## config.mk

```make
export PLATFORM = sky130hd
export DESIGN_NAME = game_sequencer
export DESIGN_NICKNAME = d
export VERILOG_FILES = /design/src/rtl/game_sequencer.sv
export SDC_FILE = /design/constraint.sdc
export NUM_CORES = 1
export LEC_CHECK = 0
export ABC_AREA = 1
export CORE_UTILIZATION = 45
export CTS_BUF_LIST = sky130_fd_sc_hd__clkbuf_8
export CTS_CLUSTER_DIAMETER = 40
export DETAILED_ROUTE_END_ITERATION = 12
export PLACE_DENSITY_LB_ADDON = 0.2
export SYNTH_ARGS = -nofsm -noshare
export SYNTH_HDL_FRONTEND = slang
export SYNTH_SLANG_ARGS = --single-unit
```

## constraint.sdc

```tcl
create_clock -name ClkPort -period 2.3 [get_ports ClkPort]
set_input_delay 0.46 -clock ClkPort [delete_from_list [all_inputs] [get_ports ClkPort]]
set_output_delay 0.46 -clock ClkPort [all_outputs]
set_load 0.05 [all_outputs]
```

## src/rtl/game_sequencer.sv

```systemverilog
//------------------------------------------------------------------------------
// game_sequencer
//
// Top-level game flow controller for the VGA brick-breaker. It runs on the
// 100 MHz ClkPort domain and walks the game through IDLE, SERVE, PLAY, MISS,
// WIN and OVER. It also produces the per-frame movement enable for the
// ball/paddle datapath, and it owns the BCD score and the lives count.
//
// Ports:
//   ClkPort        in   1   100 MHz system clock
//   Reset          in   1   asynchronous, active-high reset
//   vSync          in   1   active-low vertical sync (display clock domain)
//   btn_start      in   1   raw start button, asynchronous
//   brick_hit      in   1   one-cycle pulse, a brick was destroyed
//   ball_missed    in   1   one-cycle pulse, the ball passed the paddle
//   bricks_cleared in   1   level, no bricks remain
//   state          out  3   current state (IDLE=0 .. OVER=5)
//   move_en        out  1   one-cycle pulse that advances motion
//   ball_reset     out  1   level, holds the ball at the serve position
//   score          out 16   four-digit BCD score, digit3 in [15:12]
//   lives          out  2   remaining lives
//------------------------------------------------------------------------------
`timescale 1ns/1ps

module game_sequencer #(
    parameter int LIVES_INIT      = 3,
    parameter int FRAMES_PER_MOVE = 2,
    parameter int SERVE_FRAMES    = 60,
    parameter int HOLD_FRAMES     = 120
) (
    input  logic        ClkPort,
    input  logic        Reset,
    input  logic        vSync,
    input  logic        btn_start,
    input  logic        brick_hit,
    input  logic        ball_missed,
    input  logic        bricks_cleared,
    output logic [2:0]  state,
    output logic        move_en,
    output logic        ball_reset,
    output logic [15:0] score,
    output logic [1:0]  lives
);

    localparam logic [2:0] ST_IDLE  = 3'd0;
    localparam logic [2:0] ST_SERVE = 3'd1;
    localparam logic [2:0] ST_PLAY  = 3'd2;
    localparam logic [2:0] ST_MISS  = 3'd3;
    localparam logic [2:0] ST_WIN   = 3'd4;
    localparam logic [2:0] ST_OVER  = 3'd5;

    localparam logic [1:0] LIVES_INIT_C = 2'(LIVES_INIT);
    localparam logic [7:0] SERVE_LAST_C = 8'(SERVE_FRAMES - 1);
    localparam logic [7:0] HOLD_LAST_C  = 8'(HOLD_FRAMES - 1);
    localparam logic [3:0] MOVE_LAST_C  = 4'(FRAMES_PER_MOVE - 1);

    // BCD increment with per-digit carry; 9999 saturates rather than wrapping.
    function automatic logic [15:0] bcd_inc(input logic [15:0] val);
        logic [15:0] res;
        logic        carry;
        res   = val;
        carry = 1'b1;
        if (val == 16'h9999) begin
            res = val;
        end else begin
            for (int i = 0; i < 4; i++) begin
                if (carry) begin
                    if (res[i*4 +: 4] == 4'd9) begin
                        res[i*4 +: 4] = 4'd0;
                    end else begin
                        res[i*4 +: 4] = res[i*4 +: 4] + 4'd1;
                        carry         = 1'b0;
                    end
                end else begin
                    res = res;
                end
            end
        end
        return res;
    endfunction

    // Input conditioning registers
    logic start_meta_q, start_sync_q, start_prev_q, start_pulse_q;
    logic vs_meta_q, vs_sync_q, vs_prev_q, frame_tick_q;
    logic start_pulse_d, frame_tick_d;

    // Game state registers and their next-state values
    logic [2:0]  state_q, state_d;
    logic [15:0] score_q, score_d;
    logic [1:0]  lives_q, lives_d;
    logic [7:0]  frame_cnt_q, frame_cnt_d;
    logic [3:0]  move_div_q, move_div_d;
    logic        move_en_q, move_en_d;
    logic        ball_reset_q, ball_reset_d;

    // Edge detectors on the synchronized inputs. Each pulse is registered, so
    // a vSync fall shows up as frame_tick three clocks later.
    always_comb begin
        start_pulse_d = start_sync_q & ~start_prev_q;
        frame_tick_d  = vs_prev_q & ~vs_sync_q;
    end

    // Two-flop synchronizers, previous-value flops and registered edge pulses.
    always_ff @(posedge ClkPort or posedge Reset) begin
        if (Reset) begin
            start_meta_q  <= 1'b0;
            start_sync_q  <= 1'b0;
            start_prev_q  <= 1'b0;
            start_pulse_q <= 1'b0;
            vs_meta_q     <= 1'b0;
            vs_sync_q     <= 1'b0;
            vs_prev_q     <= 1'b0;
            frame_tick_q  <= 1'b0;
        end else begin
            start_meta_q  <= btn_start;
            start_sync_q  <= start_meta_q;
            start_prev_q  <= start_sync_q;
            start_pulse_q <= start_pulse_d;
            vs_meta_q     <= vSync;
            vs_sync_q     <= vs_meta_q;
            vs_prev_q     <= vs_sync_q;
            frame_tick_q  <= frame_tick_d;
        end
    end

    // Game flow next-state logic: phase transitions, score/lives and the move divider.
    always_comb begin
        state_d     = state_q;
        score_d     = score_q;
        lives_d     = lives_q;
        frame_cnt_d = frame_cnt_q;
        move_div_d  = 4'd0;
        move_en_d   = 1'b0;

        case (state_q)
            ST_IDLE, ST_OVER: begin
                frame_cnt_d = 8'd0;
                if (start_pulse_q) begin
                    state_d = ST_SERVE;
                    score_d = 16'h0000;
                    lives_d = LIVES_INIT_C;
                end else begin
                    state_d = state_q;
                end
            end

            ST_SERVE: begin
                if (frame_tick_q) begin
                    if (frame_cnt_q >= SERVE_LAST_C) begin
                        state_d     = ST_PLAY;
                        frame_cnt_d = 8'd0;
                    end else begin
                        frame_cnt_d = frame_cnt_q + 8'd1;
                    end
                end else begin
                    frame_cnt_d = frame_cnt_q;
                end
            end

            ST_PLAY: begin
                frame_cnt_d = 8'd0;
                // The score update is independent of which transition wins.
                if (brick_hit) begin
                    score_d = bcd_inc(score_q);
                end else begin
                    score_d = score_q;
                end
                if (ball_missed) begin
                    lives_d = (lives_q == 2'd0) ? 2'd0 : (lives_q - 2'd1);
                    state_d = (lives_q <= 2'd1) ? ST_OVER : ST_MISS;
                end else if (bricks_cleared) begin
                    state_d = ST_WIN;
                end else begin
                    // The divider runs only while play continues, so move_en
                    // never fires on the cycle PLAY is left.
                    if (frame_tick_q) begin
                        if (move_div_q >= MOVE_LAST_C) begin
                            move_div_d = 4'd0;
                            move_en_d  = 1'b1;
                        end else begin
                            move_div_d = move_div_q + 4'd1;
                        end
                    end else begin
                        move_div_d = move_div_q;
                    end
                end
            end

            ST_MISS, ST_WIN: begin
                if (frame_tick_q) begin
                    if (frame_cnt_q >= HOLD_LAST_C) begin
                        state_d     = ST_SERVE;
                        frame_cnt_d = 8'd0;
                    end else begin
                        frame_cnt_d = frame_cnt_q + 8'd1;
                    end
                end else begin
                    frame_cnt_d = frame_cnt_q;
                end
            end

            default: begin
                state_d     = ST_IDLE;
                frame_cnt_d = 8'd0;
            end
        endcase

        ball_reset_d = (state_d != ST_PLAY);
    end

    // Game state and output registers.
    always_ff @(posedge ClkPort or posedge Reset) begin
        if (Reset) begin
            state_q      <= ST_IDLE;
            score_q      <= 16'h0000;
            lives_q      <= LIVES_INIT_C;
            frame_cnt_q  <= 8'd0;
            move_div_q   <= 4'd0;
            move_en_q    <= 1'b0;
            ball_reset_q <= 1'b1;
        end else begin
            state_q      <= state_d;
            score_q      <= score_d;
            lives_q      <= lives_d;
            frame_cnt_q  <= frame_cnt_d;
            move_div_q   <= move_div_d;
            move_en_q    <= move_en_d;
            ball_reset_q <= ball_reset_d;
        end
    end

    assign state      = state_q;
    assign move_en    = move_en_q;
    assign ball_reset = ball_reset_q;
    assign score      = score_q;
    assign lives      = lives_q;

endmodule
```

# Yosys cells after proc, flatten, opt, wreduce, memory -nomap -nowiden
# Cells that the tools add are included.
[word_totals]
regBits = 43
in_bits = 7
output_inout_bits = 23
elab_cells = 118
[op_classes]
add_sub_neg = 7
magnitude_cmp = 4
n_eq_ne = 18
n_mux = 62
bitwise_logic = 4
reduce_logical = 8
[ops]
columns = ["cell", "count"]
rows = [
  ["4-bit 2-to-1 mux", 15],
  ["8-bit 2-to-1 mux", 7],
  ["16-bit 2-to-1 mux", 3],
  ["12-bit 2-to-1 mux", 3],
  ["16-bit case mux with 2 select lines", 1],
  ["3-bit 2-to-1 mux", 8],
  ["4-bit by 1-bit adder with 4-bit output, second input constant", 5],
  ["1-bit 2-to-1 mux", 19],
  ["16-bit == test, second input constant", 1],
  ["4-bit == test, second input constant", 4],
  ["8-bit case mux with 2 select lines", 1],
  ["2-bit != test, second input constant", 6],
  ["3-bit case mux with 4 select lines", 1],
  ["8-bit by 1-bit adder with 8-bit output, second input constant", 1],
  ["8-bit by 6-bit greater-or-equal comparator with 1-bit output, second input constant", 1],
  ["8-bit by 7-bit greater-or-equal comparator with 1-bit output, second input constant", 1],
  ["3-bit by 2-bit == test with 1-bit output, second input constant", 2],
  ["3-bit == test, second input constant", 2],
  ["2-bit 2-to-1 mux", 3],
  ["4-bit by 1-bit greater-or-equal comparator with 1-bit output, second input constant", 1],
  ["4-bit != test, second input constant", 1],
  ["2-bit case mux with 2 select lines", 1],
  ["4-bit AND reduction", 1],
  ["2-bit OR reduction", 2],
  ["other kinds (11)", 13],
]

# Logic depth before layout (Yosys ltp)
# Gate-level depths: netlist of the first run.
[depth]
ltp_word = 18
ltp_mapped = 10
ltp_nobuf = 10

# Worst setup path before layout of the first run
# No wires, ideal clock.
[synth_timing]
path_type = "reg2reg"
from = "register score_q[12], in the netlist score[12]"
to = "register score_q[0], in the netlist score[0]"
setup_ns = 0.076
t_arrival_ns = 1.694
t_required_ns = 2.224
slack_ns = 0.529
stages_incl_launch_ff = 10
n_path_buf = 0
period_less_slack_ns = 1.771
cell_sequence = "dfrtp_1 > ha_1 > nand3_1 > nor2_1 > nand2_1 > nand2_1 > nand2_2 > nand2_2 > nand2_1 > o21ai_1"
[synth_via]
elab_chain_len = 3
[synth_lines]
columns = ["element", "line_no", "text"]
rows = [
  ["start, declared", "89", "logic [15:0] score_q, score_d;"],
  ["start signal, assigned", "223", "score_q <= score_d;"],
  ["16-bit == test", "63", "if (val == 16'h9999) begin"],
  ["2-bit != test (no line)", "n/a", ""],
  ["4-bit AND reduction (no line)", "n/a", ""],
]
# Every way passes these cells.
# A chain may end at the register's enable or synchronous reset.

# Worst setup path after layout of the first run
[layout_timing]
from = "register lives_q[1], in the netlist lives[1]"
to = "output port lives[1]"
[layout_rtl]
columns = ["element", "line_no", "text"]
rows = [
  ["start, declared", "90", "logic [1:0] lives_q, lives_d;"],
  ["start signal, assigned", "224", "lives_q <= lives_d;"],
  ["end, declared", "42", "output logic [1:0] lives"],
]
# No word-level cell between the ends.

==> flow_metrics.env, run 1 <==
export IMPL_worstSetupEndpointType="output pin"
export IMPL_finalHoldViolCount=0
export IMPL_synth_adder_area_share=0.0646
export IMPL_postSynthNetCount=309
export IMPL_power_leakage_nw=1.33
export IMPL_type_of_the_tightest_min_delay_check="flip-flop to flip-flop"
export IMPL_cts_sink_count=43
export IMPL_grt_remaining_overflow=0
export IMPL_synth_largest_area_cell="sky130_fd_sc_hd__dfrtp_1"
export IMPL_yosys_register_bits=43
export IMPL_cp_top_family="buffers and inverters"
export IMPL_hold_path_startpoint="vs_meta_q$_DFF_PP0_"
export IMPL_critical_path_max_fanout=4
export IMPL_finalNetCount=343
export IMPL_final_seq_area_um2=1080
export IMPL_post_route_period_util=0.925
export IMPL_timing_max_slew_rel_slack=0.650
export IMPL_cts_root_to_sink_buffers=2
export IMPL_grt_pass1_vias=1692
export IMPL_timing_critical_path_buf_inv=1
export IMPL_gp_congestion=0.784
export IMPL_synthToLayoutAreaGrowth_pct=19.7
export IMPL_final_setup_viol_count=0
export IMPL_synth_lib_cells_used_distinct=27
export IMPL_synth_xor_area_share=0.0264
export IMPL_path_type_of_the_worst_setup_path="flip-flop to output pin"
export IMPL_detail_route_antenna_nets=0
export IMPL_detail_route_first_pass_iterations=4
export IMPL_timing_final_max_slew_violations=0
export IMPL_r2r_start="state[2]$_DFF_PP0_"
export IMPL_design_power_total_mw=1.69
export IMPL_routed_wirelength_mm=4.41
export IMPL_cts_htree_levels=2
export IMPL_vias=1949
export IMPL_fin_worst_skew_ns=0.0119
export IMPL_synth_warnings=0
export IMPL_grt_first_pass_wirelength_mm=7.65
export IMPL_worst_setup_hold_path_clk_slew_ns=0.09
export IMPL_rows=25
export IMPL_synth_top_family_by_area="simple AND/OR/NAND/NOR gates"
export IMPL_initial_core_util=0.479
export IMPL_floorplan_die_area_um2=5450
export IMPL_run_status="finished, final reports clean"
export IMPL_synth_simple_gate_area_frac=0.311
export IMPL_timing_max_cap_violations=0
export IMPL_wire_per_inst_um=11.3
export IMPL_die_h_um=73.9
export IMPL_fill_cell_count=443
export IMPL_crit_start_category="flip-flop"
export IMPL_placed_cells=384
export IMPL_netlist_instances=290
export IMPL_worstPathCellList="clkdlybuf4s50_1"
export IMPL_core_region_area_um2=4850
export IMPL_instances_no_fill=392
export IMPL_crit_path_dat_ns=1.67
export IMPL_cts_repair_resized=0
export IMPL_power_density_nw_per_um2=607
export IMPL_grt_antenna_before_repair=0
export IMPL_detail_route_vias_per_cell=4.97
export IMPL_port_buffer_count=29
export IMPL_min_period_ns=2.13
export IMPL_top_level_ports=30
export IMPL_numCtsBuffers=5
export IMPL_synth_avg_cell_area_um2=8.01
export IMPL_clock_latency_ns=0.30
export IMPL_diodes=0
export IMPL_synth_top_cell_area_share=0.431
export IMPL_required_ns=1.84
export IMPL_drt_iter0_markers=131
export IMPL_setup_tns_ns=0
export IMPL_yosysSeqAreaShare=0.465
export IMPL_maxClockFrequency_mhz=470
export IMPL_cts_tree="built"
export IMPL_synth_compound_area_frac=0.0598
export IMPL_detailed_place_hpwl_mm=3.14
export IMPL_max_stage_delay_ns=0.81
export IMPL_post_cts_setup_buffers=0
export IMPL_groute_usage_overall=0.184
export IMPL_slowest_stage_cell_on_the_critical_path="sky130_fd_sc_hd__clkdlybuf4s50_1"
export IMPL_worstSetupStartpoint="lives[1]$_DFFE_PP1P_"
export IMPL_netlist_top_cells_area="sky130_fd_sc_hd__dfrtp_1 43%, sky130_fd_sc_hd__nand2_1 11%, sky130_fd_sc_hd__ha_1 6.5%, sky130_fd_sc_hd__nand3_1 6.2%, sky130_fd_sc_hd__inv_1 6.1%"
export IMPL_setup_repair_after_global_routing_missed_its_margin="false"
export IMPL_ir_drop_uv=442
export IMPL_maximum_number_of_pins_on_one_net_before_global_route_repair=44
export IMPL_syn_cell_area_um2=2320
export IMPL_multi_input_area_um2=1070
export IMPL_die_width_um=73.9
export IMPL_ctsRootBufferMaster="sky130_fd_sc_hd__clkbuf_8"
export IMPL_cts_hold_buffers=0
export IMPL_drcViolationCount=0
export IMPL_yosys_mux_area_fraction=0
export IMPL_post_route_cells_drive_above_1_share=0.0769
export IMPL_max_slew_worst_pin_slew_ns=0.525
==> per-layer routing <==
metal  part of all wire  track usage  up-vias
met3              0.033       0.0412        5
met2               0.44        0.275       36
met4              0.013       0.0577        0
li1                   -            -     1000
met1               0.51        0.265      908
met5                  0            0        -
==> synthesized netlist by cell type <==
cell type,count
sky130_fd_sc_hd__nand2_1,70
sky130_fd_sc_hd__dfrtp_1,40
sky130_fd_sc_hd__inv_1,38
sky130_fd_sc_hd__nor2_1,32
sky130_fd_sc_hd__nand3_1,29
sky130_fd_sc_hd__ha_1,12
sky130_fd_sc_hd__nand4_1,12
sky130_fd_sc_hd__o21ai_1,11
sky130_fd_sc_hd__o21ai_0,8
sky130_fd_sc_hd__nand2_2,4
sky130_fd_sc_hd__xor2_1,4
sky130_fd_sc_hd__a21oi_1,3
sky130_fd_sc_hd__dfstp_2,3
sky130_fd_sc_hd__nand3_2,3
sky130_fd_sc_hd__nand3b_1,3
sky130_fd_sc_hd__xnor2_1,3
sky130_fd_sc_hd__buf_4,2
sky130_fd_sc_hd__inv_2,2
sky130_fd_sc_hd__nor2_2,2
sky130_fd_sc_hd__or2_2,2
sky130_fd_sc_hd__a21oi_4,1
sky130_fd_sc_hd__a31oi_1,1
sky130_fd_sc_hd__buf_2,1
sky130_fd_sc_hd__nor3_1,1
sky130_fd_sc_hd__nor4_1,1
sky130_fd_sc_hd__o22ai_1,1
sky130_fd_sc_hd__or2_0,1
==> sequential cells by signal, indices dropped and copies added, names as in the netlist <==
signal and count:
frame_tick_q 1, lives 2, score 16, vs_prev_q 1, move_div_q 4, start_prev_q 1, move_en 1, frame_cnt_q 8
state 3, start_meta_q 1, start_sync_q 1, ball_reset 1, vs_sync_q 1, vs_meta_q 1, start_pulse_q 1
==> logic make-up after synthesis <==
| family | count (synthesis) |
|---|---|
| AOI/OAI and AO/OA | 25 |
| xor gates and xnor gates | 7 |
| DFF | 43 |
| and+or+nand+nor | 160 |
| adders and majority gates | 12 |
| buffers and inverters | 43 |
==> final cells by class <==
type | count | area share
clock buffer | 6 | 0.0297
timing repair buffer | 30 | 0.107
sequential | 43 | 0.388
tap | 67 | 0.0302
clock inverter | 2 | 0.00450
inverter | 40 | 0.0540
multi-input combinational | 204 | 0.386
==> power by group <==
part / total [mW] / switching, mW / internal (mW)
sequential: 0.883 / 0.0535 / 0.829
combinational: 0.299 / 0.198 / 0.100
clock: 0.505 / 0.264 / 0.242
total: 1.69 / 0.515 / 1.17
==> worst paths after layout <==
check | end | slack, ns | depth (start not counted)
min | vs_sync_q$_DFF_PP0_ | 0.35 | 0
min reg2reg | vs_sync_q$_DFF_PP0_ | 0.35 | 0
max reg2reg | score[11]$_DFFE_PP0P_ | 0.55 | 8
min in group asynchronous | start_sync_q$_DFF_PP0_ | 0.59 | 3
max | lives[1] | 0.17 | 1
max in group asynchronous | ball_reset$_DFF_PP1_ | 1.34 | 3
==> per-stage QoR <==
stage               cell area (µm²)  hold slack (ns)  worst slack (ns)  utilization
floorplan                      2320            0.331             0.529            -
global placement               2690            0.334             0.481        0.554
detailed placement             2690            0.337             0.455        0.554
CTS                            2780            0.356             0.169        0.573
global route                   2780            0.365             0.139        0.573
finish                         2780            0.354             0.173        0.573
==> layout by cell type (no fill, tap or decap), drive strengths merged, types with 4 or more instances in the layout <==
cell	instances
xor2	4
nand3	32
inv	41
clkdlybuf4s50	29
clkbuf	6
ha	12
a21oi	4
nand2	74
nor2	34
nand4	12
o21ai	19
dfrtp	40
Note: power is estimated with default switching activity, not from simulation.
==> run 2, diff against run 1 <==
--- a/config.mk
+++ b/config.mk
@@ -6,7 +6,7 @@
 export NUM_CORES = 1
 export LEC_CHECK = 0
 export ABC_AREA = 1
-export CORE_UTILIZATION = 45
+export CORE_UTILIZATION = 60
 export CTS_BUF_LIST = sky130_fd_sc_hd__clkbuf_8
 export CTS_CLUSTER_DIAMETER = 40
 export DETAILED_ROUTE_END_ITERATION = 12
==> run 2 against run 1 <==
Global-route usage increased by 6.2 points. Final cell count decreased by 4.8%. Hold slack about the same. Highest routed layer unchanged. Sequential share of layout area decreased by 0.19 points. Largest power group unchanged.
==> flow_metrics.env, run 2 (synthesis gave the netlist of run 1 again) <==
export IMPL_detail_route_vias_per_cell=5.30
export IMPL_comb_power_share=0.164
export IMPL_grt_pass1_vias=1803
export IMPL_required_ns=1.84
export IMPL_placed_area_um2=2660
export IMPL_numCtsBuffers=5
export IMPL_timing_critical_path_buf_inv=1
export IMPL_run_status="finished, final reports clean"
export IMPL_drcViolationCount=0
export IMPL_max_stage_delay_ns=0.81
export IMPL_swShare=0.277
export IMPL_fill_cell_count=285
export IMPL_crit_start_category="flip-flop"
export IMPL_crit_path_dat_ns=1.66
export IMPL_setup_tns_ns=0
export IMPL_switching_power_mw=0.521
export IMPL_route_met3_wl_um=188
export IMPL_drt_iter0_markers=176
export IMPL_cts_tree="built"
export IMPL_type_of_the_tightest_min_delay_check="flip-flop to flip-flop"
export IMPL_post_cts_setup_buffers=0
export IMPL_critical_path_max_fanout=4
export IMPL_worst_setup_hold_path_clk_slew_ns=0.08
export IMPL_min_period_ns=2.12
export IMPL_floorplan_die_area_um2=4130
export IMPL_cts_repair_resized=0
export IMPL_setup_repair_after_global_routing_missed_its_margin="false"
export IMPL_grt_remaining_overflow=0
export IMPL_wl_met1_mm=2.19
export IMPL_slowest_stage_cell_on_the_critical_path="sky130_fd_sc_hd__clkdlybuf4s50_1"
export IMPL_finalNetCount=343
export IMPL_power_leakage_nw=1.34
export IMPL_routed_wl_met2_mm=2.27
export IMPL_max_slew_worst_pin_slew_ns=0.532
export IMPL_detail_route_first_pass_iterations=4
export IMPL_routed_top_layer="met4"
export IMPL_grt_first_pass_wirelength_mm=7.80
export IMPL_core_region_area_um2=3690
export IMPL_grt_antenna_before_repair=0
export IMPL_port_buffer_count=29
export IMPL_clock_latency_ns=0.29
export IMPL_synthToLayoutAreaGrowth_pct=20.2
export IMPL_cp_top_family="buffers and inverters"
export IMPL_diodes=0
export IMPL_cts_sink_count=43
export IMPL_power_clock_fraction=0.364
export IMPL_timing_max_cap_violations=0
export IMPL_post_route_cells_drive_above_1_share=0.0769
export IMPL_maxClockFrequency_mhz=471
export IMPL_maximum_number_of_pins_on_one_net_before_global_route_repair=44
export IMPL_cts_hold_buffers=0
export IMPL_top_level_ports=30
export IMPL_commonest_cells_after_routing_fill_and_taps_aside="70 x sky130_fd_sc_hd__nand2_1, 40 x sky130_fd_sc_hd__dfrtp_1, 39 x sky130_fd_sc_hd__inv_1, 32 x sky130_fd_sc_hd__nor2_1"
export IMPL_detailed_place_hpwl_mm=3.30
export IMPL_final_area_um2=2790
export IMPL_initial_core_util=0.630
export IMPL_timing_max_slew_rel_slack=0.645
export IMPL_timing_final_max_slew_violations=0
export IMPL_ir_drop_uv=807
export IMPL_die_h_um=64.2
export IMPL_final_setup_viol_count=0
export IMPL_detail_route_antenna_nets=0
export IMPL_worstPathCellList="clkdlybuf4s50_1"
export IMPL_die_width_um=64.2
export IMPL_hold_depth=0
export IMPL_fin_worst_skew_ns=0.00599
export IMPL_power_share_sequential=0.472
export IMPL_wire_per_inst_um=12.5
export IMPL_crit_cells=1
export IMPL_post_route_period_util=0.923
export IMPL_routed_wirelength_mm=4.68
export IMPL_ctsRootBufferMaster="sky130_fd_sc_hd__clkbuf_8"
export IMPL_gp_congestion=0.861
export IMPL_vias=1978
export IMPL_r2r_worst_path_cells=8
export IMPL_power_density_nw_per_um2=674
export IMPL_cts_htree_levels=2
export IMPL_design_power_total_mw=1.88
export IMPL_power_internal_mw=1.36
export IMPL_path_type_of_the_worst_setup_path="flip-flop to output pin"
export IMPL_cts_root_to_sink_buffers=2
export IMPL_largest_register_ff_count=16
export IMPL_most_common_cell_after_layout_fill_and_taps_aside="sky130_fd_sc_hd__nand2_1"
export IMPL_groute_usage_overall=0.246
export IMPL_finalHoldViolCount=0
export IMPL_worstSetupEndpointType="output pin"
export IMPL_rows=22
[run 2: changes by cell type in the layout (fill, tap and decap cells not counted)]
cell and change:
sky130_fd_sc_hd__bufinv_16 +2, sky130_fd_sc_hd__clkbuf_8 -1, sky130_fd_sc_hd__clkinv_4 -1
[run 2: final timing paths]
path,startpoint,slack (ns),endpoint
max in group asynchronous,Reset,1.32,lives[0]$_DFFE_PP1P_
min reg2reg,vs_meta_q$_DFF_PP0_,0.35,vs_sync_q$_DFF_PP0_
max,lives[1]$_DFFE_PP1P_,0.18,lives[1]
min,vs_meta_q$_DFF_PP0_,0.35,vs_sync_q$_DFF_PP0_
max reg2reg,state[2]$_DFF_PP0_,0.56,score[9]$_DFFE_PP0P_
min in group asynchronous,Reset,0.59,move_div_q[0]$_DFFE_PP0P_
[run 2: power by group through the flow]
stage / Clock (mW) / Combinational [mW] / Sequential [mW]
after detailed placement: 0 / 0.309 / 0.901
after global placement: 0 / 0.295 / 0.894
final: 0.685 / 0.308 / 0.889
after global routing: 0.726 / 0.340 / 0.897
after floorplan: 0 / 0.156 / 0.955
after CTS: 0.694 / 0.311 / 0.887
[run 2: layout make-up]
class | count | area, µm² | share of cell area
clock buffers | 5 | 68.8 | 0.0246
clock inverters | 3 | 63.8 | 0.0228
well taps | 48 | 60.1 | 0.0215
multi-input cells | 204 | 1070 | 0.384
flip-flops and latches | 43 | 1080 | 0.386
repair buffers | 30 | 298 | 0.107
inverters | 40 | 150 | 0.0537
[run 2: metrics by stage]
stage / cells / utilization / setup WS, ns / hold WS [ns]
after CTS: 373 / 0.757 / 0.169 / 0.356
final: 373 / 0.757 / 0.177 / 0.354
after detailed placement: 365 / 0.722 / 0.486 / 0.337
after floorplan: 290 / - / 0.529 / 0.331
after global routing: 373 / 0.757 / 0.144 / 0.362
after global placement: 365 / 0.722 / 0.514 / 0.332
[run 2: metal layers]
layer  up-vias  GRT usage
li1        998          -
met1       923      0.320
met2        53      0.400
met3         4     0.0500
met4         0      0.106
met5         -          0
